--- config.mk ---
export PLATFORM = sky130hd
export DESIGN_NAME = aes_round_sequencer_flat
export DESIGN_NICKNAME = d
export VERILOG_FILES = /design/src/rtl/aes_round_sequencer_pkg.sv /design/src/rtl/aes_round_sequencer_if.sv /design/src/rtl/aes_rk_regfile.sv /design/src/rtl/aes_round_sequencer.sv /design/src/flat_wrapper.sv
export SDC_FILE = /design/constraint.sdc
export NUM_CORES = 1
export LEC_CHECK = 0
export BUFFER_PORTS_ARGS = -buffer_cell sky130_fd_sc_hd__buf_2
export CORE_AREA = 5 5 358 360
export DETAILED_ROUTE_END_ITERATION = 10
export DIE_AREA = 0 0 363 365
export GPL_TIMING_DRIVEN = 0
export PLACE_DENSITY = 0.75
export SETUP_SLACK_MARGIN = 0.02
export SKIP_CTS_REPAIR_TIMING = 1
export SLEW_MARGIN = 20
export SYNTH_ARGS = -nofsm -noshare
export SYNTH_HDL_FRONTEND = slang
export SYNTH_SLANG_ARGS = --single-unit
--- constraint.sdc ---
create_clock -name clk -period 33.5 [get_ports clk]
set_input_delay 6.7 -clock clk [delete_from_list [all_inputs] [get_ports clk]]
set_output_delay 6.7 -clock clk [all_outputs]
set_load 0.1 [all_outputs]
--- src/rtl/aes_round_sequencer_pkg.sv ---
`default_nettype none
// ============================================================================
// Package  : aes_seq_pkg
// Brief    : Shared types and constants for the AES round sequencer slice.
// Revision : 1.0
// ============================================================================
package aes_seq_pkg;

  localparam int AES128_ROUNDS = 10;
  localparam int AES192_ROUNDS = 12;
  localparam int AES256_ROUNDS = 14;
  localparam int AES_BLK_W     = 128;
  localparam int RND_W         = 4;

  typedef enum logic [1:0] {
    ST_IDLE = 2'd0,
    ST_RUN  = 2'd1,
    ST_DONE = 2'd2
  } seq_state_e;

endpackage
`default_nettype wire

--- src/rtl/aes_round_sequencer_if.sv ---
`default_nettype none
// ============================================================================
// Interface : aes_round_sequencer_if
// Brief     : Plaintext-in / ciphertext-out valid/ready handshake bundle.
// Revision  : 1.0
// ============================================================================
interface aes_round_sequencer_if;
  import aes_seq_pkg::*;

  logic                 din_valid;
  logic                 din_ready;
  logic [AES_BLK_W-1:0] din;
  logic                 dout_valid;
  logic                 dout_ready;
  logic [AES_BLK_W-1:0] dout;

  modport master (
    output din_valid, din, dout_ready,
    input  din_ready, dout_valid, dout
  );

  modport slave (
    input  din_valid, din, dout_ready,
    output din_ready, dout_valid, dout
  );

endinterface
`default_nettype wire

--- src/rtl/aes_rk_regfile.sv ---
`default_nettype none
// ============================================================================
// Module   : aes_rk_regfile
// Brief    : Round-key store, one write port, async read on the round index.
// Revision : 1.0
// ============================================================================
module aes_rk_regfile
  import aes_seq_pkg::*;
#(
  parameter int ROUND_MAX = AES128_ROUNDS
) (
  input  wire logic                 clk,
  input  wire logic                 i_wr_en,
  input  wire logic [RND_W-1:0]     i_wr_addr,
  input  wire logic [AES_BLK_W-1:0] i_wr_data,
  input  wire logic [RND_W-1:0]     i_rd_addr,
  output logic      [AES_BLK_W-1:0] o_rd_data,
  output logic      [AES_BLK_W-1:0] o_rd0_data
);

  localparam logic [RND_W-1:0] c_ROUND_MAX = RND_W'(ROUND_MAX);

  // Deliberately not reset: keys survive a reset of the sequencer.
  logic [AES_BLK_W-1:0] r_rk [0:ROUND_MAX];

  always_ff @(posedge clk) begin
    if (i_wr_en) begin
      r_rk[i_wr_addr] <= i_wr_data;
    end
  end

  assign o_rd_data  = (i_rd_addr <= c_ROUND_MAX) ? r_rk[i_rd_addr] : '0;
  assign o_rd0_data = r_rk[0];

endmodule
`default_nettype wire

--- src/rtl/aes_round_sequencer.sv ---
`default_nettype none
// ============================================================================
// Module   : aes_round_sequencer
// Brief    : Control FSM for the iterative AES round datapath with SCA trigger.
// Revision : 1.0
// ============================================================================
module aes_round_sequencer
  import aes_seq_pkg::*;
#(
  parameter int ROUND_MAX = AES128_ROUNDS
) (
  input  wire logic                 clk,
  input  wire logic                 reset,
  aes_round_sequencer_if.slave      bus,
  input  wire logic                 rk_wr_en,
  input  wire logic [RND_W-1:0]     rk_wr_addr,
  input  wire logic [AES_BLK_W-1:0] rk_wr_data,
  output logic                      rk_err,
  output logic                      busy,
  output logic                      trigger,
  output logic                      dp_load1,
  output logic                      dp_load2,
  output logic      [RND_W-1:0]     dp_round1,
  output logic      [RND_W-1:0]     dp_round2,
  output logic      [RND_W-1:0]     dp_round_max,
  output logic      [AES_BLK_W-1:0] dp_key1,
  output logic      [AES_BLK_W-1:0] dp_key2,
  output logic      [AES_BLK_W-1:0] dp_data_i,
  input  wire logic [AES_BLK_W-1:0] dp_data_o
);

  localparam logic [RND_W-1:0] c_ROUND_MAX = RND_W'(ROUND_MAX);

  seq_state_e       r_state;
  seq_state_e       w_state_nxt;
  logic [RND_W-1:0] r_rnd;
  logic [RND_W-1:0] w_rnd_nxt;
  logic             r_rk_err;
  logic             w_rk_wr_ok;
  logic             w_rk_we;
  logic             w_din_ready;
  logic             w_dout_valid;
  logic             w_busy;
  logic             w_accept;

  // State register
  always_ff @(posedge clk) begin
    if (reset) begin
      r_state  <= ST_IDLE;
      r_rnd    <= '0;
      r_rk_err <= 1'b0;
    end else begin
      r_state  <= w_state_nxt;
      r_rnd    <= w_rnd_nxt;
      r_rk_err <= r_rk_err | (rk_wr_en & ~w_rk_wr_ok);
    end
  end

  // Next-state logic
  always_comb begin
    w_state_nxt = r_state;
    w_rnd_nxt   = r_rnd;
    case (r_state)
      ST_IDLE: begin
        if (bus.din_valid) begin
          w_state_nxt = ST_RUN;
          w_rnd_nxt   = 4'd1;
        end
      end
      ST_RUN: begin
        if (r_rnd == c_ROUND_MAX) begin
          w_state_nxt = ST_DONE;
        end else begin
          w_rnd_nxt = r_rnd + 4'd1;
        end
      end
      ST_DONE: begin
        // Consuming the result and accepting the next block share one edge.
        if (bus.dout_ready) begin
          if (bus.din_valid) begin
            w_state_nxt = ST_RUN;
            w_rnd_nxt   = 4'd1;
          end else begin
            w_state_nxt = ST_IDLE;
          end
        end
      end
      default: w_state_nxt = ST_IDLE;
    endcase
  end

  // Output logic
  always_comb begin
    w_din_ready  = 1'b0;
    w_dout_valid = 1'b0;
    w_busy       = 1'b0;
    case (r_state)
      ST_IDLE: w_din_ready = 1'b1;
      ST_RUN:  w_busy      = 1'b1;
      ST_DONE: begin
        w_dout_valid = 1'b1;
        w_din_ready  = bus.dout_ready;
      end
      default: w_din_ready = 1'b0;
    endcase
    w_accept = bus.din_valid & w_din_ready;
  end

  assign w_rk_wr_ok = (r_state != ST_RUN) && (rk_wr_addr <= c_ROUND_MAX);
  assign w_rk_we    = rk_wr_en & w_rk_wr_ok;

  aes_rk_regfile #(
    .ROUND_MAX (ROUND_MAX)
  ) u_rk_regfile (
    .clk        (clk),
    .i_wr_en    (w_rk_we),
    .i_wr_addr  (rk_wr_addr),
    .i_wr_data  (rk_wr_data),
    .i_rd_addr  (r_rnd),
    .o_rd_data  (dp_key2),
    .o_rd0_data (dp_key1)
  );

  assign bus.din_ready  = w_din_ready;
  assign bus.dout_valid = w_dout_valid;
  assign bus.dout       = dp_data_o;

  assign rk_err       = r_rk_err;
  assign busy         = w_busy;
  assign trigger      = w_accept | w_busy;
  assign dp_load1     = w_accept;
  assign dp_load2     = w_busy;
  assign dp_round1    = '0;
  assign dp_round2    = r_rnd;
  assign dp_round_max = c_ROUND_MAX;
  assign dp_data_i    = bus.din;

endmodule
`default_nettype wire

--- src/flat_wrapper.sv ---
// flat-port wrapper written by rule: the top's interface ports become plain ports
module aes_round_sequencer_flat import aes_seq_pkg::*;
#(
  parameter int ROUND_MAX = AES128_ROUNDS
)
  (clk, reset, rk_wr_en, rk_wr_addr, rk_wr_data, rk_err, busy, trigger, dp_load1, dp_load2, dp_round1, dp_round2, dp_round_max, dp_key1, dp_key2, dp_data_i, dp_data_o, bus_din_valid, bus_din, bus_dout_ready, bus_din_ready, bus_dout_valid, bus_dout);
  aes_round_sequencer_if bus_i ();
  input  wire logic clk;
  input  wire logic reset;
  input  wire logic rk_wr_en;
  input  wire logic [RND_W-1:0] rk_wr_addr;
  input  wire logic [AES_BLK_W-1:0] rk_wr_data;
  output logic rk_err;
  output logic busy;
  output logic trigger;
  output logic dp_load1;
  output logic dp_load2;
  output logic      [RND_W-1:0] dp_round1;
  output logic      [RND_W-1:0] dp_round2;
  output logic      [RND_W-1:0] dp_round_max;
  output logic      [AES_BLK_W-1:0] dp_key1;
  output logic      [AES_BLK_W-1:0] dp_key2;
  output logic      [AES_BLK_W-1:0] dp_data_i;
  input  wire logic [AES_BLK_W-1:0] dp_data_o;
  input wire logic [$bits(bus_i.din_valid)-1:0] bus_din_valid;
  input wire logic [$bits(bus_i.din)-1:0] bus_din;
  input wire logic [$bits(bus_i.dout_ready)-1:0] bus_dout_ready;
  output wire logic [$bits(bus_i.din_ready)-1:0] bus_din_ready;
  output wire logic [$bits(bus_i.dout_valid)-1:0] bus_dout_valid;
  output wire logic [$bits(bus_i.dout)-1:0] bus_dout;
  assign bus_i.din_valid = bus_din_valid;
  assign bus_i.din = bus_din;
  assign bus_i.dout_ready = bus_dout_ready;
  assign bus_din_ready = bus_i.din_ready;
  assign bus_dout_valid = bus_i.dout_valid;
  assign bus_dout = bus_i.dout;
  aes_round_sequencer #(.ROUND_MAX(ROUND_MAX)) u_core (.clk(clk), .reset(reset), .bus(bus_i), .rk_wr_en(rk_wr_en), .rk_wr_addr(rk_wr_addr), .rk_wr_data(rk_wr_data), .rk_err(rk_err), .busy(busy), .trigger(trigger), .dp_load1(dp_load1), .dp_load2(dp_load2), .dp_round1(dp_round1), .dp_round2(dp_round2), .dp_round_max(dp_round_max), .dp_key1(dp_key1), .dp_key2(dp_key2), .dp_data_i(dp_data_i), .dp_data_o(dp_data_o));
endmodule
# Word level (Yosys, flattened, before mapping)
# Memories as Yosys holds them, arrays and structs flattened. A register that Yosys moved wholly into a read port is not among the register bits.
# Index checks and enable logic that the tools add are counted.
[totals]
reg_bits = 7
ramBits = 1408
input_bits = 393
out_inout_bits = 531
word_cells = 43
n_memories = 1
[op_classes]
add_sub_neg = 1
n_lt_le_gt_ge = 2
eq_ne = 8
mux = 17
bitwise = 6
reduce_logical = 5
[memory_table]
columns = ["memory", "words", "width", "rd", "rd_clocked_by_memory_dff", "wr", "line", "text"]
rows = [
  ["u_core.u_rk_regfile.r_rk", 11, 128, 2, 1, 1, "aes_rk_regfile.sv:24", "logic [AES_BLK_W-1:0] r_rk [0:ROUND_MAX];"],
]
[ops]
columns = ["op", "count"]
rows = [
  ["128-bit two-way mux", 1],
  ["4-bit two-way mux", 5],
  ["4-bit one-hot mux with 3 select lines", 1],
  ["4-bit <= comparator, second input constant", 2],
  ["2-bit two-way mux", 3],
  ["2-bit != test, second input constant", 3],
  ["2-bit one-hot mux with 3 select lines", 1],
  ["3-bit AND reduction", 2],
  ["1-bit two-way mux", 5],
  ["4-bit by 1-bit adder with 4-bit output, second input constant", 1],
  ["4-bit == test, second input constant", 1],
  ["2-bit by 1-bit != test with 1-bit output, second input constant", 2],
  ["1-bit bitwise AND", 3],
  ["3-bit nonzero test", 1],
  ["2-bit by 1-bit == test with 1-bit output, second input constant", 1],
  ["2-bit == test, second input constant", 1],
  ["2-bit zero test", 1],
  ["1-bit bitwise OR", 2],
  ["1-bit one-hot mux with 2 select lines", 1],
  ["1-bit logical AND", 1],
  ["1-bit NOT", 1],
]

# Depth between registers and ports, before layout
[logic_depth]
depth_word = 5
ltp_mapped = 8
depth_no_buf = 6

# Modules after synthesis
# From an unflattened synthesis, not the netlist that was laid out.
[hier_totals]
cells_unflattened = 3011
area_unflattened_um2 = 57237.4
[by_module_without_submodules]
columns = ["module", "instances", "cells_each", "area_each_um2", "seq_area_each_um2"]
rows = [
  ["aes_rk_regfile", 1, 2698, 54830.1, 42280.6],
  ["aes_round_sequencer", 1, 313, 2407.3, 140.1],
]

# Least setup slack after synthesis
# OpenSTA, ideal clock, no wires.
[synth_path]
path_type = "input -> register"
from = "in rk_wr_addr[1]"
to = "mem u_core.u_rk_regfile.r_rk[5][0], enable pin"
arrival_time_ns = 19.970
t_required_ns = 32.525
setup_slack_ns = 12.555
path_stages = 2
cell_sequence = "nand3b_1 -> nor4b_1"
[synth_between]
elab_chain_cells = 5
[synth_lines]
columns = ["item", "line", "text"]
rows = [
  ["from (decl)", "flat_wrapper.sv:11", "input wire logic [RND_W-1:0] rk_wr_addr;"],
  ["4-bit <= comparator", "aes_round_sequencer.sv:109", "assign w_rk_wr_ok = (r_state != ST_RUN) && (rk_wr_addr <= c_ROUND_MAX);"],
  ["1-bit logical AND", "aes_round_sequencer.sv:109", ""],
  ["1-bit bitwise AND", "aes_round_sequencer.sv:110", "assign w_rk_we = rk_wr_en & w_rk_wr_ok;"],
  ["1-bit two-way mux", "aes_rk_regfile.sv:27", "if (i_wr_en) begin"],
  ["1-bit two-way mux (not written as such)", "aes_rk_regfile.sv:28", "r_rk[i_wr_addr] <= i_wr_data;"],
  ["to (decl)", "aes_rk_regfile.sv:24", ""],
]
# Several ways; a longest one is shown, not always the timed one.

# Final worst setup path
[layout_path]
from = "in bus_dout_ready"
to = "out bus_din_ready"
[layout_between]
elab_chain_cells = 1
[layout_lines]
columns = ["item", "line", "text"]
rows = [
  ["from (decl)", "flat_wrapper.sv:27", "input wire logic [$bits(bus_i.dout_ready)-1:0] bus_dout_ready;"],
  ["1-bit one-hot mux with 2 select lines", "aes_round_sequencer.sv:97", "case (r_state)"],
  ["to (decl)", "flat_wrapper.sv:28", "output wire logic [$bits(bus_i.din_ready)-1:0] bus_din_ready;"],
]
# Every way passes these cells.

==> flow_metrics.py <==
metrics = {
    "clock_network": {
        "htree_num_levels": 4,
        "clock_tree_from_tritoncts": "yes",
        "path_clk_slew_ns": 0.06,
        "cts_root_buffer": "sky130_fd_sc_hd__clkbuf_16",
        "clock_insertion_delay_worst_skew_ns": 0.77,
        "cts_sinks": 1419,
        "cts_max_path_buffers": 3,
        "cts_buffers": 136,
    },
    "floorplanning": {
        "ios": 924,
        "core_area_sq_um": 125000,
        "fp.dieH_um": 365,
        "floorplan.die_area_sq_um": 132000,
        "floorplan.initialDensity": 0.443,
        "dieWidth_um": 363,
        "floorplan.rows": 130,
    },
    "critical_path": {
        "crit_arrival_ns": 7.90,
        "timing.critical_path.to_type": "primary output",
        "cp_slowest_cell": "sky130_fd_sc_hd__buf_2",
        "required_worst_endpoint_ns": 26.80,
        "worstSetupPathType": "primary input to primary output",
        "worstPathCellList": "buf_2, nand2b_1, and2_1, buf_2",
        "worst-path-max-fanout": 4,
        "critPathMaxStageDelay_ns": 0.50,
        "cp.buffers_inverters": 2,
        "largest_delay_contributor_family_on_the_critical_path": "buffers and inverters",
        "crit_top_cell": "sky130_fd_sc_hd__buf_2",
        "worstSetupStartpointType": "primary input",
    },
    "drt": {
        "route.final.wire_length_um": 187000,
        "vias": 32400,
        "drt_first_pass_iters": 5,
        "route.antenna.remaining_nets": 0,
        "avgViaCountPerCell": 5.78,
        "drc_errors": 0,
        "wl_per_cell_um": 33.3,
        "detail_route.iter0.violations": 4221,
    },
    "synth": {
        "synthesis.area_sq_um": 55300,
        "synth_cell_types": 36,
        "synth-edff-count": 1408,
        "netlist_instances": 2788,
        "synth.ff_latch_count": 1419,
        "yosysSeqAreaShare": 0.769,
        "synth_warn": 0,
        "ys_async_sr_fraction": 0,
        "syn-mean-instance-area_sq_um": 19.8,
        "synth_flop_cell": "sky130_fd_sc_hd__edfxtp_1",
    },
    "final_layout": {
        "multi_input_comb_area_sq_um": 10300,
        "layout.cells.most_common_list": "sky130_fd_sc_hd__edfxtp_1 (1408), sky130_fd_sc_hd__buf_2 (761), sky130_fd_sc_hd__buf_4 (343)",
        "ff_latch_area_sq_um": 42500,
        "post_route_cells_drive_above_1_share": 0.414,
        "flow.area_growth_from_synthesis_pct": 21.0,
        "total_of_fill_cells_in_the_finished_design": 9497,
        "postLayoutCoreUtil": 0.536,
        "final_common_cell": "sky130_fd_sc_hd__edfxtp_1",
        "final_net_count": 4166,
    },
    "sta": {
        "layout_worst_path_cycle_share": 0.436,
        "rsz_0062_raised_after_global_routing": "no",
        "setup_violations": 0,
        "timing.setup.tns_ns": 0,
        "hold_viol_final": 0,
        "tightestPinTransition_ns": 1.14,
        "clock_skew_ns": 0.0191,
        "report.final.slew_viol_count": 0,
        "post-route-min-period_ns": 14.60,
        "max_freq_mhz": 68.5,
        "timing.slew.headroom": 0.239,
    },
    "placement": {
        "portBuffers": 659,
        "gp_congestion": 0.888,
        "place_hpwl_um": 141000,
    },
    "grt": {
        "grt_pass1_vias": 31700,
        "first_pass_grt_wire_length_um": 252000,
        "pin_count_of_the_biggest_net_entering_global_routing": 25,
        "globalRouteTotalUtil": 0.275,
        "grt.overflow.total": 0,
        "number_of_antenna_violations_at_the_first_check_in_global_routing": 84,
    },
    "pwr": {
        "power_density_nw_per_um2": 59.5,
        "vdd_ir_drop_max_mv": 0.0547,
        "total_leakage_power_nw": 23.2,
        "post-layout-total-power_mw": 3.98,
    },
    "outcome": {
        "run_status": "finished, final reports clean",
    },
    "job": {
        "timing.max_cap.violations": 0,
    },
    "min_path": {
        "hold_path_class": "flop to flop",
    },
}
per-layer routing:
metal | vias to the layer above | GRT usage | wire (um)
li1 | 13100 | - | -
met1 | 16600 | 0.325 | 63300
met2 | 2230 | 0.446 | 91700
met3 | 425 | 0.0850 | 19600
met4 | 22 | 0.166 | 11800
met5 | - | 0 | 126
sequential cells by signal (all words and copies together) (netlist names), named ones only:
register                  count
u_core.u_rk_regfile.r_rk   1408
u_core.dp_round2              4
u_core.r_state                2
u_core.rk_err                 1
per-stage QoR:
stage | setup slack, ns | area, sq um | instances | hold slack, ns
CTS | 18.93 | 66700 | 5532 | 0.464
global route | 18.89 | 66800 | 5569 | 0.487
global placement | -1.89 | 60700 | 5103 | 0.450
finish | 18.90 | 66900 | 5598 | 0.466
floorplan | 12.56 | 55300 | 2794 | 0.540
detailed placement | 18.93 | 62500 | 5283 | 0.451
worst paths after layout:
kind                                   startpoint                               to  slack (ns)  cells after the start
worst max register to register  u_core.r_state[1]  u_core.u_rk_regfile.r_rk[9][67]       28.99                     15
worst min register to register      u_core.rk_err                    u_core.rk_err        0.47                      2
worst max-delay path               bus_dout_ready                    bus_din_ready       18.90                      4
worst min-delay path                u_core.rk_err                    u_core.rk_err        0.47                      2
layout make-up:
cell class                 instances  share of cell area
buffer                           408              0.0389
timing repair buffer             839              0.0761
sequential                      1419               0.635
clock buffer                     172              0.0532
tap                             1650              0.0309
inverter                           6            0.000337
clock inverter                    77             0.00961
antenna                           66             0.00247
multi-input combinational        961               0.153
kinds of logic (layout without fill, tap and decap cells):
logic type | after synthesis | count (layout) | synth area share
fa+ha+maj | 2 | 2 | 0.000453
simple gates | 168 | 168 | 0.0127
flops | 1419 | 1419 | 0.769
buf+inv | 414 | 1502 | 0.0473
other cells | 2 | 74 | 0.000136
compound gates | 398 | 398 | 0.0429
mux | 385 | 385 | 0.128
synthesized netlist by cell type, drive strengths merged, types with 3 or more instances:
master / instances / area [sq um]
edfxtp: 1408 / 42300
buf: 311 / 2220
mux4: 256 / 5770
nor2: 139 / 522
a21oi: 134 / 671
mux2i: 129 / 1290
o21ai: 129 / 646
a22oi: 127 / 953
clkbuf: 97 / 368
dfxtp: 11 / 220
inv: 6 / 22.5
nor3: 6 / 30.0
nand2b: 4 / 25.0
nand2: 3 / 11.3
worst min-delay path: cells and delay by family (launching register included):
| family | cells | cell delay (ns) |
|---|---|---|
| AOI/OAI and AO/OA | 1 | 0.04 |
| DFF | 1 | 0.32 |
| and+or+nand+nor | 1 | 0.07 |
power by group:
part / leakage, nW / internal (mW) / switching, mW / total (mW)
registers: 12.8 / 1.97 / 0.00504 / 1.98
clock network: 2.03 / 0.806 / 0.656 / 1.46
logic: 8.40 / 0.110 / 0.434 / 0.544
total: 23.2 / 2.89 / 1.09 / 3.98
Note: power is estimated with default switching activity, not from simulation.
